$ cat src/rtl/fifo_wr_arbiter.sv
// rtl/fifo_wr_arbiter.sv - round-robin burst arbiter for a shared FIFO write port
module fifo_wr_arbiter #(
  parameter int DATA_WIDTH = 8,
  parameter int NUM_REQ    = 4,
  parameter int MAX_BURST  = 4
) (
  input  logic                          clk,
  input  logic                          rst_n,
  input  logic [NUM_REQ-1:0]            req,
  input  logic [NUM_REQ*DATA_WIDTH-1:0] req_data,
  input  logic                          full,
  output logic [NUM_REQ-1:0]            gnt,
  output logic [NUM_REQ-1:0]            ack,
  output logic                          wr_en,
  output logic [DATA_WIDTH-1:0]         wr_data,
  output logic                          busy
);

  localparam int IDX_W = (NUM_REQ > 1) ? $clog2(NUM_REQ) : 1;

  typedef enum logic {IDLE, GRANT} state_t;

  state_t             state;
  logic [IDX_W-1:0]   g;
  logic [IDX_W-1:0]   ptr;
  logic [IDX_W-1:0]   next_ptr;
  logic [3:0]         burst_cnt;
  logic               last_beat;
  logic               tenure_end;

  // First set request bit at or after position p, wrapping around.
  function automatic logic [IDX_W-1:0] pick(input logic [NUM_REQ-1:0] r,
                                            input logic [IDX_W-1:0]   p);
    logic [IDX_W-1:0] w;
    logic [IDX_W-1:0] idx;
    logic             found;
    w     = '0;
    found = 1'b0;
    for (int k = 0; k < NUM_REQ; k++) begin
      idx = IDX_W'((int'(p) + k) % NUM_REQ);
      if (!found && r[idx]) begin
        found = 1'b1;
        w     = idx;
      end
    end
    return w;
  endfunction

  assign busy       = (state == GRANT);
  assign wr_en      = (state == GRANT) && req[g] && !full;
  assign ack        = wr_en ? gnt : '0;
  assign last_beat  = (({1'b0, burst_cnt} + 5'd1) == 5'(MAX_BURST));
  assign tenure_end = !req[g] || (wr_en && last_beat);
  assign next_ptr   = (g == IDX_W'(NUM_REQ - 1)) ? '0 : g + 1'b1;

  always_comb begin
    wr_data = '0;
    for (int i = 0; i < NUM_REQ; i++) begin
      if (gnt[i]) wr_data = req_data[i*DATA_WIDTH +: DATA_WIDTH];
    end
  end

  always_ff @(posedge clk or negedge rst_n) begin
    if (!rst_n) begin
      state     <= IDLE;
      gnt       <= '0;
      g         <= '0;
      ptr       <= '0;
      burst_cnt <= '0;
    end else begin
      case (state)
        IDLE: begin
          if (|req) begin
            state     <= GRANT;
            g         <= pick(req, ptr);
            gnt       <= NUM_REQ'(1) << pick(req, ptr);
            burst_cnt <= '0;
          end
        end
        GRANT: begin
          // Hand over straight to the next winner so the write port never idles.
          if (tenure_end) begin
            ptr       <= next_ptr;
            burst_cnt <= '0;
            if (|req) begin
              g   <= pick(req, next_ptr);
              gnt <= NUM_REQ'(1) << pick(req, next_ptr);
            end else begin
              state <= IDLE;
              gnt   <= '0;
            end
          end else if (wr_en) begin
            burst_cnt <= burst_cnt + 4'd1;
          end
        end
        default: begin
          state <= IDLE;
          gnt   <= '0;
        end
      endcase
    end
  end

endmodule

$ cat config.mk
export PLATFORM = sky130hd
export DESIGN_NAME = fifo_wr_arbiter
export DESIGN_NICKNAME = d
export VERILOG_FILES = /design/src/rtl/fifo_wr_arbiter.sv
export SDC_FILE = /design/constraint.sdc
export NUM_CORES = 1
export LEC_CHECK = 0
export CORE_MARGIN = 2
export CORE_UTILIZATION = 48
export CTS_BUF_LIST = sky130_fd_sc_hd__clkbuf_4 sky130_fd_sc_hd__clkbuf_8
export DETAILED_ROUTE_END_ITERATION = 7
export PLACE_DENSITY = 0.95
export SETUP_SLACK_MARGIN = 0.4
export SLEW_MARGIN = 20
export SYNTH_ARGS = -nofsm -noshare
export SYNTH_HDL_FRONTEND = slang
export SYNTH_SLANG_ARGS = --single-unit
$ cat constraint.sdc
create_clock -name clk -period 6.5 [get_ports clk]
set_input_delay 0.65 -clock clk [delete_from_list [all_inputs] [get_ports clk]]
set_output_delay 0.65 -clock clk [all_outputs]
set_load 0.01 [all_outputs]
==> flow_summary.ini, run 1 <==
[worst_setup_path]
critPathKind = primary input to primary output
r2r_start = g[0]
rr_worst_depth = 7
endpoint = ack[0]
startpoint_type = primary input
startpoint = req[3]
critPathCaptureType = primary output
path_max_fanout = 14
r2r_setup_slack_ns = 3.80
r2r_end = g[1]
required_ns = 5.85
cp.arrival_ns = 2.82

[placement]
port_buffers = 56
dpl_cell_area_um2 = 1880
placed_cells = 250
place_congestion = 0.833
pre_cts_ws_ns = 3.00
dp_hpwl_mm = 3.06

[clock_network]
clk_latency_ns = 0.27
cts.sinks = 13
h-tree-depth = 1
cts_buffers = 3
root_buffer = clkbuf_4
cts_hold_buf = 0
cts.repair.resized = 0
path_clk_slew_ns = 0.07
clockBufferDepth = 2
post_cts_buffers = 0
cts_tree = done

[final_layout]
nets = 266
instances_no_fill = 254
drive_gt1_frac = 0.0807
insertedDiodeCount = 0
multi_input_area_um2 = 932
fillers = 225
synthToLayoutAreaGrowth_pct = 36.5
final_cell_area_um2 = 1910
regArea_um2 = 325

[power]
power_mw = 0.816
vdd_drop_max_v = 0.000344
leakage_nw = 0.760
powerDensity_nw_per_um2 = 428

[synthesis]
syn-cell-area_um2 = 1400
yosys-top-cells-count = 23 x nand2_1, 22 x nor2_1, 19 x o21ai_0
ys_seq_area_frac = 0.233
synth_edf_count = 0
synth-xor-area-share = 0.0125
synthMuxAreaShare = 0.0878
synth_top_area_cell = dfrtp_1
ys_ff_latch = 13
synth_cell_types = 50
synth_area_per_cell_um2 = 7.98
synth_compound_gate_area_share = 0.299
syn_nets = 217
synthSimpleGateAreaFrac = 0.241
synth_most_common_cell = nand2_1
synthAdderAreaFrac = 0.0269
ys_warn_count = 0
synth_top_family_by_area = compound AO/OA/AOI/OAI gates
yosysTopAreaCellShare = 0.233
synthArstFlopShare = 1.00
synthTopCellsByArea = dfrtp_1 23%, o21ai_0 6.8%, nand2_1 6.2%, nor2_1 5.9%, a21oi_1 5.0%
synth-main-ff-cell = dfrtp_1
synthesis.instances = 175

[route]
vias = 1504
routed_wl_mm = 3.85
first_pass_iters = 4
antenna_left = 0
wire_per_inst_um = 15.2
drc = 0
viasPerCell = 5.92
drtIter0Drc = 69

[die]
rows = 19
initial_core_util = 0.506
die_y_um = 57.9
core_um2 = 2760
die_w_um = 57.9
die_area_um2 = 3360
ios = 57

[timing]
finClkSkew_ns = 0.0106
worst_pin_slew_ns = 0.735
slew_headroom = 0.510
final.min_clock_period_ns = 3.47
fin_setup_tns_ns = 0
fin_crit_sh = 0.534
max_freq_mhz = 288
setup_viol = 0
hold_violations = 0
final_max_slew_viol_count = 0
rsz0062_at_grt = no
worst_slack_ns = 3.03

[run_status]
status = complete, no violations

[grt]
antenna_found_initial = 0
grt_max_degree = 20
grt_pass1_wl_mm = 6.47
grt_pass1_vias = 1334
grt_usage = 0.243
overflow = 0

[hold_path]
hp-class = register to register

[run]
drv_cap = 0
==> report_power, final <==
| part | leakage (nW) | switching (mW) | internal (mW) |
|---|---|---|---|
| logic | 0.582 | 0.278 | 0.302 |
| registers | 0.160 | 0.0721 | 0.112 |
| clock network | 0.0184 | 0.0243 | 0.0279 |
| total | 0.760 | 0.375 | 0.442 |
==> cells in the final DEF (no fill, tap or decap), drive strengths merged, types with 5 or more instances in the layout <==
| cell type | synthesis | final |
|---|---|---|
| nor2 | 23 | 23 |
| clkdlybuf4s50 | 0 | 56 |
| inv | 5 | 5 |
| a22oi | 8 | 8 |
| o21ai | 19 | 19 |
| and2 | 6 | 6 |
| a21oi | 15 | 15 |
| nand2 | 23 | 23 |
| dfrtp | 13 | 13 |
==> flip-flops by register name, summed over array words and instances (netlist names) <==
signal     cells
burst_cnt      4
ptr            2
busy           1
g              2
gnt            4
==> area by class of cell <==
type	instances	share of cell area
repair buffers	56	0.294
well taps	31	0.0204
clock buffers	4	0.0158
inverters	5	0.00985
flip-flops and latches	13	0.171
multi-input cells	145	0.489
==> worst max-delay path, stage by stage <==
cell and delay (ns):
clkdlybuf4s50_1 0.71, mux4_1 0.37, nand2_1 0.12, nor2_1 0.25
and2_1 0.16, clkdlybuf4s50_1 0.55
==> routing by layer <==
metal,vias to the layer above,share of wire,GRT usage
met4,0,0.012,0.0664
li1,739,-,-
met3,4,0.049,0.0134
met1,704,0.43,0.316
met5,-,0,0
met2,57,0.51,0.437
==> how the worst min path moves through the flow <==
stage	start	depth (start not counted)	endpoint	slack [ns]
finish	burst_cnt[2]	2	burst_cnt[2]	0.56
global route	burst_cnt[2]	2	burst_cnt[2]	0.60
CTS	burst_cnt[2]	2	burst_cnt[2]	0.56
detailed placement	burst_cnt[2]	2	burst_cnt[2]	0.55
global placement	burst_cnt[2]	2	burst_cnt[2]	0.53
floorplan	rst_n	0	burst_cnt[0]	0.35
==> stage by stage <==
step / hold WS [ns] / utilization
global placement: 0.534 / 0.680
finish: 0.562 / 0.691
global route: 0.600 / 0.691
detailed placement: 0.547 / 0.680
floorplan: 0.354 / -
CTS: 0.565 / 0.691
==> cells by family after synthesis <==
logic type | count (synthesis)
buffers and inverters | 17
AND/OR/NAND/NOR | 70
adder cells (fa/ha/maj) | 3
AO/OA/AOI/OAI | 62
multiplexers | 8
flip-flops | 13
XOR/XNOR | 2
(Power assumes the default switching activity.)
==> inputs of run 2 (changes only) <==
--- a/config.mk
+++ b/config.mk
@@ -6,7 +6,7 @@
 export NUM_CORES = 1
 export LEC_CHECK = 0
 export CORE_MARGIN = 2
-export CORE_UTILIZATION = 48
+export CORE_UTILIZATION = 45
 export CTS_BUF_LIST = sky130_fd_sc_hd__clkbuf_4 sky130_fd_sc_hd__clkbuf_8
 export DETAILED_ROUTE_END_ITERATION = 7
 export PLACE_DENSITY = 0.95
==> constraint.sdc (replaced) <==
create_clock -name clk -period 3.61 [get_ports clk]
set_input_delay 0.361 -clock clk [delete_from_list [all_inputs] [get_ports clk]]
set_output_delay 0.361 -clock clk [all_outputs]
set_load 0.01 [all_outputs]
==> run 2 against run 1 <==
Against the previous run: largest cell class unchanged; worst hold slack got worse by 0.089 ns; non-clock buffer count is the same; highest routed layer unchanged; critical path type unchanged; sequential cell count unchanged; sequential power rose by 76%.
==> flow_summary.ini, run 2 (same netlist as run 1, synthesis figures left out) <==
[power]
power_mw = 1.47
vdd_drop_max_v = 0.000385
power_frac_comb = 0.714
swShare = 0.458
powerDensity_nw_per_um2 = 769
leakage_nw = 0.760
internal_power_mw = 0.796
power.switching_mw = 0.672
seq_power_share = 0.220
clock_power_share = 0.067

[timing]
max_freq_mhz = 339
final.min_clock_period_ns = 2.95
hold_violations = 0
rsz0062_at_grt = no
finClkSkew_ns = 0.000930
fin_setup_tns_ns = 0
final_max_slew_viol_count = 0
worst_pin_slew_ns = 0.770
slew_headroom = 0.487
fin_crit_sh = 0.818
setup_viol = 0

[worst_setup_path]
crit_top_cell = clkdlybuf4s50_1
startpoint_type = primary input
required_ns = 3.25
cp_cell_sequence = clkdlybuf4s50_1 > mux4_1 > nand2_1 > nor2_1 > and2_1 > clkdlybuf4s50_1
critPathKind = primary input to primary output
critPathCaptureType = primary output
crit_slowest_cell = clkdlybuf4s50_1
cp.arrival_ns = 2.59
path_max_fanout = 14
slowest_delay_ns = 0.69
r2r_setup_slack_ns = 0.91

[final_layout]
fillers = 259
insertedDiodeCount = 0
synthToLayoutAreaGrowth_pct = 36.6
layout_common_cells = 56 x clkdlybuf4s50_1, 23 x nand2_1, 22 x nor2_1
instances_no_fill = 256
drive_gt1_frac = 0.0807
fin_util = 0.635
final_common_cell = clkdlybuf4s50_1
nets = 266
reg.largest.list = burst_cnt: 4 flops, gnt: 4 flops

[grt]
grt_pass1_vias = 1318
overflow = 0
grt_pass1_wl_mm = 5.66
grt_usage = 0.205
grt_max_degree = 20
antenna_found_initial = 0

[clock_network]
cts_buffers = 3
clk_latency_ns = 0.27
cts.sinks = 13
clockBufferDepth = 2
post_cts_buffers = 0
root_buffer = clkbuf_4
cts_hold_buf = 0
cts.repair.resized = 0
h-tree-depth = 1
path_clk_slew_ns = 0.08
cts_tree = done

[die]
ios = 57
die_y_um = 59.7
die_w_um = 59.7
core_um2 = 3000
initial_core_util = 0.465
rows = 20
die_area_um2 = 3560

[route]
antenna_left = 0
wire_per_inst_um = 14.1
drc = 0
vias = 1486
drtIter0Drc = 86
viasPerCell = 5.80
first_pass_iters = 4
routed_wl_mm = 3.61

[hold_path]
hp-class = primary input to asynchronous set/reset pin

[placement]
port_buffers = 56
dp_hpwl_mm = 2.87
place_congestion = 0.857
placed_cells = 252

[run]
drv_cap = 0

[run_status]
status = complete, no violations
[run 2: cell counts in the layout (fill, tap and decap cells not counted)]
No cell type changed its count.
[run 2: layout make-up]
cell class,count,area [µm²],share of cell area
well taps,33,41.3,0.0216
inverters,5,18.8,0.00984
clock buffers,4,30.0,0.0157
flip-flops and latches,13,325,0.170
multi-input cells,145,932,0.489
repair buffers,56,561,0.294
[run 2: critical path: cells and delay by family]
kind	cells	cell delay, ns
buffers and inverters	2	1.22
multiplexers	1	0.35
AND/OR/NAND/NOR	3	0.64
[run 2: worst paths after layout]
kind / from / end / cells after the start
max: req[3] / ack[0] / 6
min: rst_n / ptr[0] / 1
max reg2reg: g[0] / gnt[3] / 7
min reg2reg: burst_cnt[1] / burst_cnt[1] / 2
max in group asynchronous: rst_n / gnt[0] / 1
min in group clk: burst_cnt[1] / burst_cnt[1] / 2
[run 2: per-layer routing]
layer  share of wire  vias up  GRT usage  routed length (µm)
li1                -      739          -                   -
met1            0.43      682      0.243                1540
met2            0.47       63      0.374                1710
met3           0.099        2     0.0498                 357
met4          0.0028        0     0.0381                  10
met5               0        -          0                   0
[run 2: metrics by stage]
step | setup slack [ns] | hold slack, ns | cell area [µm²]
after detailed placement | 0.665 | 0.577 | 1880
after global placement | 0.702 | 0.538 | 1880
after CTS | 0.663 | 0.485 | 1910
after floorplan | 1.39 | 0.0654 | 1400
after global routing | 0.526 | 0.513 | 1910
final | 0.659 | 0.474 | 1910
[run 2: power groups by stage]
stage          Combinational, mW  Clock, mW  Sequential [mW]
2_1_floorplan              0.802          0            0.264
3_3_place_gp                1.03          0            0.320
3_5_place_dp                1.05          0            0.324
4_1_cts                     1.05      0.101            0.321
5_1_grt                     1.16      0.108            0.338
6_report                    1.05     0.0977            0.323
==> inputs of run 3 (changes only) <==
==> constraint.sdc (replaced) <==
create_clock -name clk -period 2.9 [get_ports clk]
set_input_delay 0.29 -clock clk [delete_from_list [all_inputs] [get_ports clk]]
set_output_delay 0.29 -clock clk [all_outputs]
set_load 0.01 [all_outputs]
==> run 3 against run 2 <==
Against the previous run: total power is 30% higher; sequential share of layout area down 0.44 points; register-to-register slack got worse by 0.41 ns; die area unchanged; clock skew grew 0.012 ns; cell count up 2.0%; clock power increased by 16%; critical path depth is 1 higher.
==> flow_summary.ini, run 3 (same netlist as run 1, synthesis figures left out) <==
[grt]
grt_max_degree = 20
antenna_found_initial = 0
grt_usage = 0.214
grt_pass1_vias = 1424
overflow = 0
grt_pass1_wl_mm = 5.82

[worst_setup_path]
r2r_end = gnt[1]
critPathKind = register to register
r2r_setup_slack_ns = 0.50
startpoint_type = register
critPathCaptureType = register
cp.arrival_ns = 2.58
rr_worst_depth = 7
path_max_fanout = 9
startpoint = g[0]
required_ns = 3.08
r2r_start = g[0]

[die]
die_w_um = 59.7
rows = 20
initial_core_util = 0.465
core_um2 = 3000
ios = 57
die_y_um = 59.7
die_area_um2 = 3560

[placement]
pre_cts_ws_ns = 0.373
port_buffers = 56
dpl_cell_area_um2 = 1920
dp_hpwl_mm = 3.13
place_congestion = 0.801

[route]
viasPerCell = 5.75
drc = 0
first_pass_iters = 4
drtIter0Drc = 98
antenna_left = 0
vias = 1501
routed_wl_mm = 3.82
wire_per_inst_um = 14.6

[power]
clock_power_share = 0.060
seq_power_share = 0.205
power_mw = 1.90
power_frac_comb = 0.735
vdd_drop_max_v = 0.000516
leakage_nw = 0.783
internal_power_mw = 1.03
power.switching_mw = 0.872
swShare = 0.458
powerDensity_nw_per_um2 = 965

[final_layout]
nets = 271
final_cell_area_um2 = 1970
multi_input_area_um2 = 960
insertedDiodeCount = 0
fin_util = 0.657
reg.largest.list = burst_cnt: 4 flops, gnt: 4 flops
fillers = 252
regArea_um2 = 328
final_common_cell = clkdlybuf4s50_1
drive_gt1_frac = 0.132
synthToLayoutAreaGrowth_pct = 41.3
layout_common_cells = 56 x clkdlybuf4s50_1, 22 x nand2_1, 21 x nor2_1

[clock_network]
clk_latency_ns = 0.28
cts.sinks = 13
cts_tree = done
path_clk_slew_ns = 0.09
root_buffer = clkbuf_4
cts_hold_buf = 0
clockBufferDepth = 2
h-tree-depth = 1
cts_buffers = 3

[timing]
final_max_slew_viol_count = 0
hold_violations = 0
fin_crit_sh = 0.828
worst_pin_slew_ns = 0.702
setup_viol = 0
rsz0062_at_grt = yes
fin_setup_tns_ns = 0
slew_headroom = 0.532
max_freq_mhz = 416
final.min_clock_period_ns = 2.40
finClkSkew_ns = 0.0130
worst_slack_ns = 0.498

[hold_path]
hp-class = primary input to asynchronous set/reset pin

[run]
drv_cap = 0

[run_status]
status = complete, no violations
[run 3: per-layer routing]
metal	GRT usage	vias to the layer above	routed length, µm
li1	-	748	-
met3	0.0628	4	428
met2	0.407	70	1820
met5	0	-	0
met4	0.0476	0	32
met1	0.229	679	1540
[run 3: area by class of cell]
type,instances,share of cell area
clock inverters,1,0.00254
clock buffers,3,0.0114
inverters,5,0.00951
repair buffers,61,0.303
multi-input cells,145,0.486
flip-flops and latches,13,0.166
well taps,33,0.0209
[run 3: stage by stage]
step           cells  hold slack, ns
2_1_floorplan    175        -0.00559
3_3_place_gp     257           0.535
3_5_place_dp     257           0.546
4_1_cts          261           0.398
5_1_grt          261           0.420
6_report         261           0.379
[run 3: worst max-delay path by stage]
| stage | to | slack [ns] |
|---|---|---|
| global placement | ack[2] | 0.39 |
| CTS | ack[1] | 0.40 |
| global route | gnt[3] | 0.38 |
| floorplan | gnt[1] | 0.68 |
| finish | gnt[1] | 0.50 |
| detailed placement | ack[1] | 0.37 |
[run 3: what timing repair did]
item | in CTS | in global routing
gates resized for setup | 4 | 6
endpoints found under the setup margin | 12 | 14
buffers inserted | 0 | 0
[run 3: power by group through the flow]
stage          registers, mW  clock network [mW]  logic, mW
3_3_place_gp           0.381                   0       1.31
5_1_grt                0.406               0.129       1.53
3_5_place_dp           0.384                   0       1.35
2_1_floorplan          0.328                   0      0.998
4_1_cts                0.384               0.115       1.37
6_report               0.391               0.113       1.40
[run 3: worst max-delay path, stage by stage, from the launching register on]
cell	delay, ns
dfrtp_2	0.45
ha_2	0.44
mux4_2	0.53
or2_4	0.27
o221ai_2	0.21
a31o_2	0.18
o211ai_1	0.10
o21a_1	0.12
